`config.mk`:
```
export PLATFORM = sky130hd
export DESIGN_NAME = msp430_trace_buffer_flat
export DESIGN_NICKNAME = d
export VERILOG_FILES = /design/src/rtl/msp430_trace_buffer_if.sv /design/src/rtl/msp430_trace_buffer.sv /design/src/flat_wrapper.sv
export SDC_FILE = /design/constraint.sdc
export NUM_CORES = 1
export LEC_CHECK = 0
export ABC_AREA = 1
export BUFFER_PORTS_ARGS = -buffer_cell sky130_fd_sc_hd__buf_2
export CORE_UTILIZATION = 55
export DETAILED_ROUTE_END_ITERATION = 10
export GPL_ROUTABILITY_DRIVEN = 0
export PLACE_DENSITY = 0.81
export SETUP_SLACK_MARGIN = 0.05
export SYNTH_ARGS = -nofsm -noshare
export SYNTH_HDL_FRONTEND = slang
export SYNTH_SLANG_ARGS = --single-unit
```
`constraint.sdc`:
```
create_clock -name mclk -period 3.8 [get_ports mclk]
set_input_delay 0.76 -clock mclk [delete_from_list [all_inputs] [get_ports mclk]]
set_output_delay 0.76 -clock mclk [all_outputs]
set_load 0.05 [all_outputs]
```
`src/rtl/msp430_trace_buffer_if.sv`:
```
// Trace buffer bus: decode sampling inputs, capture control, trigger setup and
// the handshaked readout port. Clock and reset stay outside the interface.
interface msp430_trace_buffer_if #(
  parameter int DEPTH = 16,
  parameter int PC_W  = 16,
  parameter int CYC_W = 8
);
  localparam int CW = $clog2(DEPTH) + 1;
  localparam int EW = 1 + 16 + PC_W + CYC_W;

  logic            decode;
  logic [15:0]     ir;
  logic [PC_W-1:0] pc;
  logic            irq_detect;
  logic            arm;
  logic            stop;
  logic            mode_wrap;
  logic            trig_en;
  logic [PC_W-1:0] trig_pc;
  logic [CW-1:0]   post_cnt;
  logic            rd_req;
  logic            rd_valid;
  logic [EW-1:0]   rd_data;
  logic            rd_empty;
  logic [1:0]      state;
  logic [CW-1:0]   count;
  logic            wrapped;
  logic            triggered;
  logic [31:0]     inst_number;

  modport master (
    output decode, ir, pc, irq_detect, arm, stop, mode_wrap,
           trig_en, trig_pc, post_cnt, rd_req,
    input  rd_valid, rd_data, rd_empty, state, count, wrapped,
           triggered, inst_number
  );

  modport slave (
    input  decode, ir, pc, irq_detect, arm, stop, mode_wrap,
           trig_en, trig_pc, post_cnt, rd_req,
    output rd_valid, rd_data, rd_empty, state, count, wrapped,
           triggered, inst_number
  );
endinterface

```
`src/rtl/msp430_trace_buffer.sv`:
```
// MSP430 instruction-trace recorder: circular buffer of {irq, opcode, pc, cyc}
// entries with wrap / stop-on-full modes and a one-cycle-latency readout port.
// Optional PC-match trigger with post-trigger capture: define TRACE_TRIGGER_EN.
//
// state | meaning
// ------+-----------------------------------------------------------
// IDLE  | after reset, nothing captured, readout allowed
// RUN   | capturing every decode
// POST  | trigger seen, capturing the remaining post-trigger entries
// DONE  | capture finished, readout allowed
module msp430_trace_buffer #(
  parameter int DEPTH = 16,
  parameter int PC_W  = 16,
  parameter int CYC_W = 8
) (
  input logic                 mclk,
  input logic                 puc_rst_n,
  msp430_trace_buffer_if.slave bus
);
  localparam int AW = $clog2(DEPTH);
  localparam int CW = AW + 1;
  localparam int EW = 1 + 16 + PC_W + CYC_W;

  localparam logic [1:0] ST_IDLE = 2'd0;
  localparam logic [1:0] ST_RUN  = 2'd1;
  localparam logic [1:0] ST_POST = 2'd2;
  localparam logic [1:0] ST_DONE = 2'd3;

  localparam logic [CW-1:0]    FULL    = CW'(DEPTH);
  localparam logic [CYC_W-1:0] CYC_SAT = {{(CYC_W-1){1'b1}}, 1'b0};

  logic [1:0]       state_q, state_d;
  logic [AW-1:0]    wr_ptr_q, wr_ptr_d;
  logic [AW-1:0]    rd_ptr_q, rd_ptr_d;
  logic [CW-1:0]    count_q, count_d;
  logic [CW-1:0]    unread_q, unread_d;
  logic [CW-1:0]    remaining_q, remaining_d;
  logic             wrapped_q, wrapped_d;
  logic             triggered_q, triggered_d;
  logic [CYC_W-1:0] cyc_cnt_q, cyc_cnt_d;
  logic [31:0]      inst_number_q, inst_number_d;
  logic             rd_valid_q, rd_valid_d;
  logic [EW-1:0]    rd_data_q, rd_data_d;

  logic [EW-1:0]    mem_q [DEPTH];
  logic             mem_we;
  logic [EW-1:0]    entry;
  logic             full;
  logic             trig_hit;
  logic [CW-1:0]    post_load;

`ifdef TRACE_TRIGGER_EN
  assign trig_hit  = bus.trig_en && (bus.pc == bus.trig_pc);
  assign post_load = bus.post_cnt;
`else
  logic trig_unused;
  assign trig_hit    = 1'b0;
  assign post_load   = '0;
  assign trig_unused = ^{bus.trig_en, bus.trig_pc, bus.post_cnt};
`endif

  assign full  = (count_q == FULL);
  // Recorded cyc is cycles since the previous decode, so back-to-back decodes log 1.
  assign entry = {bus.irq_detect, bus.ir, bus.pc, cyc_cnt_q + CYC_W'(1)};

  // Next-state logic: arm overrides everything, then capture or readout per state.
  always_comb begin
    state_d       = state_q;
    wr_ptr_d      = wr_ptr_q;
    rd_ptr_d      = rd_ptr_q;
    count_d       = count_q;
    unread_d      = unread_q;
    remaining_d   = remaining_q;
    wrapped_d     = wrapped_q;
    triggered_d   = triggered_q;
    rd_valid_d    = 1'b0;
    rd_data_d     = rd_data_q;
    mem_we        = 1'b0;
    inst_number_d = inst_number_q + 32'(bus.decode);
    if (bus.decode)               cyc_cnt_d = '0;
    else if (cyc_cnt_q == CYC_SAT) cyc_cnt_d = cyc_cnt_q;
    else                          cyc_cnt_d = cyc_cnt_q + CYC_W'(1);

    if (bus.arm) begin
      state_d     = ST_RUN;
      wr_ptr_d    = '0;
      rd_ptr_d    = '0;
      count_d     = '0;
      unread_d    = '0;
      remaining_d = '0;
      wrapped_d   = 1'b0;
      triggered_d = 1'b0;
    end else begin
      case (state_q)
        ST_RUN, ST_POST: begin
          if (bus.decode) begin
            if (full && !bus.mode_wrap) begin
              state_d = ST_DONE;
            end else begin
              mem_we   = 1'b1;
              wr_ptr_d = wr_ptr_q + AW'(1);
              // rd_ptr tracks the oldest entry, so it follows wr_ptr once overwriting
              if (full) begin
                rd_ptr_d  = rd_ptr_q + AW'(1);
                wrapped_d = 1'b1;
              end else begin
                count_d = count_q + CW'(1);
              end
              if (state_q == ST_POST) remaining_d = remaining_q - CW'(1);
              if (state_q == ST_RUN && trig_hit) triggered_d = 1'b1;

              if (!bus.mode_wrap && count_q == FULL - CW'(1)) begin
                state_d = ST_DONE;
              end else if (bus.stop) begin
                state_d = ST_DONE;
              end else if (state_q == ST_RUN && trig_hit) begin
                remaining_d = post_load;
                state_d     = (post_load == '0) ? ST_DONE : ST_POST;
              end else if (state_q == ST_POST && remaining_q <= CW'(1)) begin
                state_d = ST_DONE;
              end
            end
          end else if (bus.stop) begin
            state_d = ST_DONE;
          end
        end
        default: begin
          if (bus.rd_req && unread_q != '0) begin
            rd_valid_d = 1'b1;
            rd_data_d  = mem_q[rd_ptr_q];
            rd_ptr_d   = rd_ptr_q + AW'(1);
            unread_d   = unread_q - CW'(1);
          end
        end
      endcase
      if (state_d == ST_DONE && state_q != ST_DONE) unread_d = count_d;
    end
  end

  // Control and status registers.
  always_ff @(posedge mclk or negedge puc_rst_n) begin
    if (!puc_rst_n) begin
      state_q       <= ST_IDLE;
      wr_ptr_q      <= '0;
      rd_ptr_q      <= '0;
      count_q       <= '0;
      unread_q      <= '0;
      remaining_q   <= '0;
      wrapped_q     <= 1'b0;
      triggered_q   <= 1'b0;
      cyc_cnt_q     <= '0;
      inst_number_q <= '0;
      rd_valid_q    <= 1'b0;
      rd_data_q     <= '0;
    end else begin
      state_q       <= state_d;
      wr_ptr_q      <= wr_ptr_d;
      rd_ptr_q      <= rd_ptr_d;
      count_q       <= count_d;
      unread_q      <= unread_d;
      remaining_q   <= remaining_d;
      wrapped_q     <= wrapped_d;
      triggered_q   <= triggered_d;
      cyc_cnt_q     <= cyc_cnt_d;
      inst_number_q <= inst_number_d;
      rd_valid_q    <= rd_valid_d;
      rd_data_q     <= rd_data_d;
    end
  end

  // Trace storage; deliberately not reset so history survives a PUC.
  always_ff @(posedge mclk) begin
    if (mem_we) mem_q[wr_ptr_q] <= entry;
  end

  assign bus.state       = state_q;
  assign bus.count       = count_q;
  assign bus.wrapped     = wrapped_q;
  assign bus.triggered   = triggered_q;
  assign bus.inst_number = inst_number_q;
  assign bus.rd_valid    = rd_valid_q;
  assign bus.rd_data     = rd_data_q;
  assign bus.rd_empty    = (unread_q == '0);
endmodule

```
`src/flat_wrapper.sv`:
```
// flat-port wrapper written by rule: the top's interface ports become plain ports
module msp430_trace_buffer_flat 
#(
  parameter int DEPTH = 16,
  parameter int PC_W  = 16,
  parameter int CYC_W = 8
)
  (mclk, puc_rst_n, bus_decode, bus_ir, bus_pc, bus_irq_detect, bus_arm, bus_stop, bus_mode_wrap, bus_trig_en, bus_trig_pc, bus_post_cnt, bus_rd_req, bus_rd_valid, bus_rd_data, bus_rd_empty, bus_state, bus_count, bus_wrapped, bus_triggered, bus_inst_number);
  msp430_trace_buffer_if #(.DEPTH(DEPTH), .PC_W(PC_W), .CYC_W(CYC_W)) bus_i ();
  input logic mclk;
  input logic puc_rst_n;
  input wire logic [$bits(bus_i.decode)-1:0] bus_decode;
  input wire logic [$bits(bus_i.ir)-1:0] bus_ir;
  input wire logic [$bits(bus_i.pc)-1:0] bus_pc;
  input wire logic [$bits(bus_i.irq_detect)-1:0] bus_irq_detect;
  input wire logic [$bits(bus_i.arm)-1:0] bus_arm;
  input wire logic [$bits(bus_i.stop)-1:0] bus_stop;
  input wire logic [$bits(bus_i.mode_wrap)-1:0] bus_mode_wrap;
  input wire logic [$bits(bus_i.trig_en)-1:0] bus_trig_en;
  input wire logic [$bits(bus_i.trig_pc)-1:0] bus_trig_pc;
  input wire logic [$bits(bus_i.post_cnt)-1:0] bus_post_cnt;
  input wire logic [$bits(bus_i.rd_req)-1:0] bus_rd_req;
  output wire logic [$bits(bus_i.rd_valid)-1:0] bus_rd_valid;
  output wire logic [$bits(bus_i.rd_data)-1:0] bus_rd_data;
  output wire logic [$bits(bus_i.rd_empty)-1:0] bus_rd_empty;
  output wire logic [$bits(bus_i.state)-1:0] bus_state;
  output wire logic [$bits(bus_i.count)-1:0] bus_count;
  output wire logic [$bits(bus_i.wrapped)-1:0] bus_wrapped;
  output wire logic [$bits(bus_i.triggered)-1:0] bus_triggered;
  output wire logic [$bits(bus_i.inst_number)-1:0] bus_inst_number;
  assign bus_i.decode = bus_decode;
  assign bus_i.ir = bus_ir;
  assign bus_i.pc = bus_pc;
  assign bus_i.irq_detect = bus_irq_detect;
  assign bus_i.arm = bus_arm;
  assign bus_i.stop = bus_stop;
  assign bus_i.mode_wrap = bus_mode_wrap;
  assign bus_i.trig_en = bus_trig_en;
  assign bus_i.trig_pc = bus_trig_pc;
  assign bus_i.post_cnt = bus_post_cnt;
  assign bus_i.rd_req = bus_rd_req;
  assign bus_rd_valid = bus_i.rd_valid;
  assign bus_rd_data = bus_i.rd_data;
  assign bus_rd_empty = bus_i.rd_empty;
  assign bus_state = bus_i.state;
  assign bus_count = bus_i.count;
  assign bus_wrapped = bus_i.wrapped;
  assign bus_triggered = bus_i.triggered;
  assign bus_inst_number = bus_i.inst_number;
  msp430_trace_buffer #(.DEPTH(DEPTH), .PC_W(PC_W), .CYC_W(CYC_W)) u_core (.mclk(mclk), .puc_rst_n(puc_rst_n), .bus(bus_i));
endmodule
```
==> run metrics, run 1 <==
status=finished clean; DP Area=0.0319 mm2; total global routing overflow=0; register area=0.0224 mm2; YS warnings=0; CP arrival=3.34 ns; first-pass GRT wire length=111,000 um; Antenna Nets Post-Route=0; Mapped Area=0.0305 mm2; Layout Cells excl Fill=3,273; worst min-delay path class=in2async; Critical R2R Launch=u_core.bus.state[0]; worst skew pair latency=0.61 ns; Die Wd=237 um; Period minus WS final=3.05 ns; final setup vio count=0; Synth cell types=43; I/O Buffers=122; share of layout cells above drive strength 1=12.0%; CTS clock-pin slew for the worst setup and hold paths=0.07 ns; Post-synth EDFFs=656; area grow syn2layout=11.9%; I/O pins=146; Max VDD drop=0.000403 V; CP endpoint kind=flop; H-tree Lvls=3; Rows=85; Worst Path Max Fanout=32; GRT Total Usage=25.6%; DIE AREA=0.0564 mm2; DRC violations left=0; Die Y=237 um; fill cell count=3,761; Core Footprint=0.0542 mm2; reg2reg path depth=8; CP peak stage delay=0.52 ns; Mapped Nets=2,501; vias in the first global route=19,800; Hold-fix buffers, CTS=0; Pleak=12.2 nW; #FFs+latches synth=764; clock tree buffer depth=3; antenna violations before repair=2; Root Driver=clkbuf_16; Syn Area/Cell=12.6 um2; DR WL/cell=22.1 um; initial core utilization=56.2%; Worst slew margin=16.9%; Mapped Cells=2,421; Post-CTS Setup Inserts=0; CP Data Required Time=4.09 ns; Cell Pwr Density=615 mW/mm2; WL final=72,400 um; Slowest-stage cell, CP=nor2_4; TritonCTS Buffers=72; via count=20,200; Pre-antenna DRT Iters=5; 1st-iter DRT viols=2,315; Tcrit/Tclk final=80.3%; CP top delay family=simple AND/OR/NAND/NOR gates; largest net degree at the start of global routing=247; hold slack=0.0979 ns; Worst-Margin Slew=1.24 ns; flop-to-flop setup slack=0.75 ns; Max Fclk=0.328 GHz; hpwl dp=38,100 um; Setup WS pre-CTS=0.669 ns; Layout Skew=0.0261 ns; final instance area=0.0341 mm2; Buf+Inv Stages, Crit Path=2; clock sinks=764; RSZ-0062 raised after global routing=no; PnR worst setup slack=0.749 ns; PnR Total Power=21.0 mW; Max Cap Viol=0; Via-to-Cell Ratio=6.17; crit path kind=reg2reg; post-CTS sizing=0; critical path startpoint category=flop; area of the multi-input gates=0.00724 mm2; Post-synth ARST share=14.1%; CTS tree=built; nets=2,597; final hold viol count=0; Slew Viols, Final=0; reg2reg end=u_core.mem_q[12][33]; sequential area share after synthesis=73.5%; Placed Cells=3,139; top_reg_cell synth=edfxtp_1; crit-path cells=inv_1, ha_1, nor2_4, nand2_1, nor2_1, nand2_1, nor2_4, buf_12
==> report_power, final <==
part,switching [mW],internal (mW)
registers,0.250,9.45
clock network,3.03,3.78
logic,3.31,1.17
total,6.59,14.4
==> placed cells by master (no fill, tap or decap), types with 3 or more instances in the layout <==
master / count
a21oi_1: 37
o21ai_0: 329
nor3_1: 11
inv_1: 58
o22ai_1: 185
nor2_1: 402
inv_2: 3
edfxtp_1: 656
ha_1: 18
inv_6: 3
buf_12: 13
buf_2: 121
clkbuf_16: 75
nand2_2: 3
mux2i_1: 14
clkbuf_1: 19
nand3_1: 36
o31ai_1: 8
dfrtp_1: 104
nand2_1: 251
clkbuf_8: 3
clkinv_2: 12
nand4_1: 8
nor2_4: 18
clkinv_1: 16
nor2_2: 6
o21ai_1: 69
xor2_1: 30
nand3b_1: 3
buf_4: 30
xnor2_1: 10
==> sequential cells by signal, indices dropped and copies added, names as in the netlist <==
name	count
u_core.bus.state	2
u_core.bus.rd_valid	1
u_core.rd_ptr_q	4
u_core.bus.rd_data	41
u_core.mem_q	656
u_core.unread_q	5
u_core.cyc_cnt_q	8
u_core.wr_ptr_q	4
u_core.remaining_q	5
u_core.bus.inst_number	32
u_core.bus.count	5
u_core.bus.wrapped	1
==> metrics by stage <==
| stage | util (%) | setup TNS [ns] |
|---|---|---|
| after CTS | 62.9 | 0 |
| after global routing | 62.9 | 0 |
| final | 62.9 | 0 |
| after detailed placement | 58.8 | 0 |
| after global placement | 58.8 | 0 |
| after floorplan | - | -116.80 |
==> worst max-delay path by stage <==
stage                        start                   end  slack (ns)  cells past startpoint
6_report       u_core.bus.state[0]  u_core.mem_q[12][33]        0.75                      8
5_1_grt        u_core.bus.state[0]  u_core.mem_q[12][24]        0.64                      8
4_1_cts        u_core.bus.state[0]  u_core.mem_q[12][25]        0.80                      8
3_5_place_dp            bus_decode  u_core.mem_q[12][37]        0.67                      8
3_3_place_gp            bus_decode  u_core.mem_q[12][37]        0.74                      8
2_1_floorplan  u_core.bus.state[0]    u_core.mem_q[0][0]       -0.18                      7
==> cells in the mapped netlist (6+ instances only) <==
library cell	n	share of area, %
edfxtp_1	656	65
nor2_1	418	5.1
o21ai_0	329	5.4
nand2_1	252	3.1
o22ai_1	185	3.8
dfrtp_1	108	8.9
clkbuf_1	73	0.90
o21ai_1	69	1.1
inv_1	59	0.73
buf_2	40	0.66
a21oi_1	37	0.61
nand3_1	36	0.59
xor2_1	30	0.86
ha_1	18	0.74
mux2i_1	14	0.46
buf_4	13	0.32
nor3_1	11	0.18
xnor2_1	10	0.29
buf_6	8	0.30
nand4_1	8	0.16
o31ai_1	8	0.20
nor2_2	6	0.12
==> logic make-up after synthesis <==
family | synth area share (%)
adders and majority gates | 0.739
other | 0.0123
xor gates and xnor gates | 1.15
and+or+nand+nor | 9.70
AOI/OAI and AO/OA | 11.3
buffers and inverters | 3.16
muxes | 0.460
DFF | 73.5
==> metal layers <==
metal | share of wire [%] | global-route usage, % | vias up | routed length (um)
li1 | - | - | 8950 | -
met1 | 38 | 33.5 | 9823 | 27500
met2 | 49 | 42.8 | 1195 | 35700
met3 | 8.6 | 3.51 | 217 | 6250
met4 | 4.0 | 12.0 | 0 | 2920
met5 | 0 | 0 | - | 0
==> area by class of cell <==
type                            instances  area share [%]
Inverter                               65           0.741
Timing Repair Buffer                  164            3.20
Sequential cell                       764            65.7
Antenna cell                            2          0.0147
Tap cell                              696            2.55
Clock inverter                         35           0.723
Multi-Input combinational cell       1450            21.2
Clock buffer                           97            5.83
Note: power is estimated with default switching activity, not from simulation.
==> inputs of run 2 (changes only) <==
Settings changed: ABC_AREA 1 to 0, CORE_UTILIZATION 55 to 60, PLACE_DENSITY 0.81 to 0.84.
Clock period 3.8 ns to 2.9 ns, I/O delays scaled along.
==> run metrics, run 2 <==
status=finished clean (unchanged); TritonCTS Buffers=76 (was 72); largest net degree at the start of global routing=107 (was 247); largest cells by area after synthesis=edfxtp_1, dfrtp_1, mux4_2 (was edfxtp_1, dfrtp_1, o21ai_0); area grow syn2layout=15.0% (was 11.9%); DRC violations left=0 (unchanged); critical path startpoint category=flop (unchanged); sequential area share after synthesis=75.7% (was 73.5%); register area=0.0224 mm2 (about the same); post-synth top area cell=edfxtp_1 (unchanged); fill cell count=2,917 (was 3,761); YS warnings=0 (unchanged); Worst slew margin=40.9% (was 16.9%); Worst Path Max Fanout=11 (was 32); first-pass GRT wire length=97,800 um (was 111,000 um); top_reg_cell synth=edfxtp_1 (unchanged); Max Cap Viol=0 (unchanged); Period minus WS final=2.57 ns (was 3.05 ns); Post-synth ARST share=14.1% (unchanged); most frequent cells in the layout=edfxtp_1, mux2i_1, buf_2, dfrtp_1 (was edfxtp_1, nor2_1, o21ai_0, nand2_1, o22ai_1); Post-synth EDFFs=656 (unchanged); I/O Buffers=122 (unchanged); Die Y=224 um (was 237 um); Setup WS pre-CTS=0.0783 ns (was 0.669 ns); flop-to-flop setup slack=0.33 ns (was 0.75 ns); Post-CTS Setup Inserts=0 (unchanged); Layout Skew=0.0220 ns (was 0.0261 ns); Synth cell types=48 (was 43); Slowest-stage cell, CP=dfrtp_2 (was nor2_4); Pleak=11.3 nW (was 12.2 nW); CP arrival=2.88 ns (was 3.34 ns); Tcrit/Tclk final=88.6% (was 80.3%); max reg flops=656 (unchanged); Util after Layout=69.7% (was 62.9%); Slew Viols, Final=0 (unchanged); Worst-Margin Slew=0.884 ns (was 1.24 ns); crit path kind=reg2reg (unchanged); CTS clock-pin slew for the worst setup and hold paths=0.06 ns (was 0.07 ns); most numerous cell in the Yosys netlist=edfxtp_1 (unchanged); crit-path cells=inv_1, ha_1, nor2b_1, o21ai_1, nor4b_1, buf_4, and2_4, buf_12 (was inv_1, ha_1, nor2_4, nand2_1, nor2_1, nand2_1, nor2_4, buf_12); CP endpoint kind=flop (unchanged); CP top delay family=simple AND/OR/NAND/NOR gates (unchanged); hpwl dp=37,600 um (was 38,100 um); Via-to-Cell Ratio=6.34 (was 6.17); initial core utilization=60.6% (was 56.2%); clock tree buffer depth=3 (unchanged); CP Data Required Time=3.21 ns (was 4.09 ns); worst min-delay path class=in2reg (was in2async); Antenna Nets Post-Route=0 (unchanged); worst skew pair latency=0.62 ns (was 0.61 ns); Pre-antenna DRT Iters=5 (unchanged); most frequent cells after synthesis=edfxtp_1, mux2i_1, dfrtp_1 (was edfxtp_1, nor2_1, o21ai_0); Max Fclk=0.389 GHz (was 0.328 GHz); #FFs+latches synth=764 (unchanged); Rows=81 (was 85); Synth top area share=66.6% (was 64.6%); final hold viol count=0 (unchanged); Mapped Cells=1,618 (was 2,421); Die Wd=224 um (was 237 um); CP peak stage delay=0.39 ns (was 0.52 ns); DIE AREA=0.0502 mm2 (was 0.0564 mm2); vias in the first global route=16,400 (was 19,800); DR WL/cell=26.2 um (was 22.1 um); most common cell after layout, fill and taps aside=edfxtp_1 (unchanged); Core Footprint=0.0488 mm2 (was 0.0542 mm2); total global routing overflow=0 (unchanged); clock sinks=764 (unchanged); hold slack=0.300 ns (was 0.0979 ns); nets=1,892 (was 2,597); Buf+Inv Stages, Crit Path=3 (was 2); antenna violations before repair=2 (unchanged); via count=16,100 (was 20,200); 1st-iter DRT viols=1,584 (was 2,315); share of layout cells above drive strength 1=22.1% (was 12.0%); PnR worst setup slack=0.332 ns (was 0.749 ns); Syn Area/Cell=18.3 um2 (was 12.6 um2); Mapped Area=0.0296 mm2 (was 0.0305 mm2); Max VDD drop=0.000768 V (was 0.000403 V); Mapped Nets=1,698 (was 2,501); H-tree Lvls=3 (unchanged); Cell Pwr Density=740 mW/mm2 (was 615 mW/mm2); RSZ-0062 raised after global routing=no (unchanged); Root Driver=clkbuf_16 (unchanged); area of the multi-input gates=0.00671 mm2 (was 0.00724 mm2); final setup vio count=0 (unchanged); CTS tree=built (unchanged); PnR Total Power=25.2 mW (was 21.0 mW); WL final=66,400 um (was 72,400 um); GRT Total Usage=26.8% (was 25.6%); I/O pins=146 (unchanged); Reg with most FFs=u_core.mem_q (unchanged); final setup TNS=0 ns (unchanged)
run 2: cells by family (layout without fill, tap and decap cells):
| kind of cell | count (synthesis) | in the layout | synth area share, % |
|---|---|---|---|
| compound gates | 191 | 191 | 4.21 |
| xor+xnor | 49 | 49 | 1.45 |
| fa+ha+maj | 18 | 18 | 0.761 |
| buf+inv | 95 | 350 | 1.83 |
| flops | 764 | 764 | 75.7 |
| mux | 252 | 252 | 12.0 |
| other cells | 1 | 2 | 0.0127 |
| simple gates | 248 | 248 | 4.04 |
run 2: timing repair:
item | 4_1_cts | 5_1_grt
pin swaps | 0 | 0
endpoints found under the setup margin | 5 | 46
hold endpoints to repair | 15 | 0
cloned | 0 | 0
gates resized for setup | 1 | 1
hold buffers | 1 | 0
run 2: worst reg2reg max path, stage by stage (launching register included):
cell,delay (ns)
dfrtp_2,0.39
inv_1,0.05
ha_1,0.36
nor2b_1,0.20
o21ai_1,0.23
nor4b_1,0.32
buf_4,0.19
and2_4,0.35
buf_12,0.20
run 2: worst paths after layout:
path / cells after the start / end / startpoint
max in group asynchronous: 3 / u_core.bus.state[0] / puc_rst_n
min: 3 / u_core.bus.wrapped / bus_mode_wrap
min in group asynchronous: 2 / u_core.bus.rd_data[10] / puc_rst_n
max: 8 / u_core.mem_q[6][30] / u_core.bus.state[0]
min reg2reg: 1 / u_core.bus.inst_number[31] / u_core.bus.inst_number[31]
max reg2reg: 8 / u_core.mem_q[6][30] / u_core.bus.state[0]
run 2: power by group:
part	leakage, nW	switching, mW	internal, mW	total [mW]
Sequential	7.31	0.336	12.4	12.7
Combinational	2.87	2.30	0.880	3.18
Clock	1.15	3.96	5.33	9.30
run 2: layout make-up:
type | count | share of cell area, %
sequential | 764 | 65.8
multi-input combinational | 759 | 19.7
clock buffer | 119 | 6.48
timing repair buffer | 198 | 4.92
tap | 664 | 2.44
clock inverter | 20 | 0.438
inverter | 13 | 0.143
antenna | 1 | 0.00735
run 2: metrics by stage:
step	area, um2	instances
after floorplan	29600	1618
after global placement	31700	2397
after detailed placement	31700	2397
after CTS	34000	2537
after global routing	34000	2538
final	34000	2538
run 2: per-layer routing:
| metal | track usage (%) | part of all wire, % | vias to the layer above |
|---|---|---|---|
| li1 | - | - | 6817 |
| met5 | 0 | 0.020 | - |
| met3 | 5.15 | 7.8 | 178 |
| met2 | 44.6 | 51 | 875 |
| met1 | 34.7 | 38 | 8227 |
| met4 | 11.4 | 3.6 | 2 |
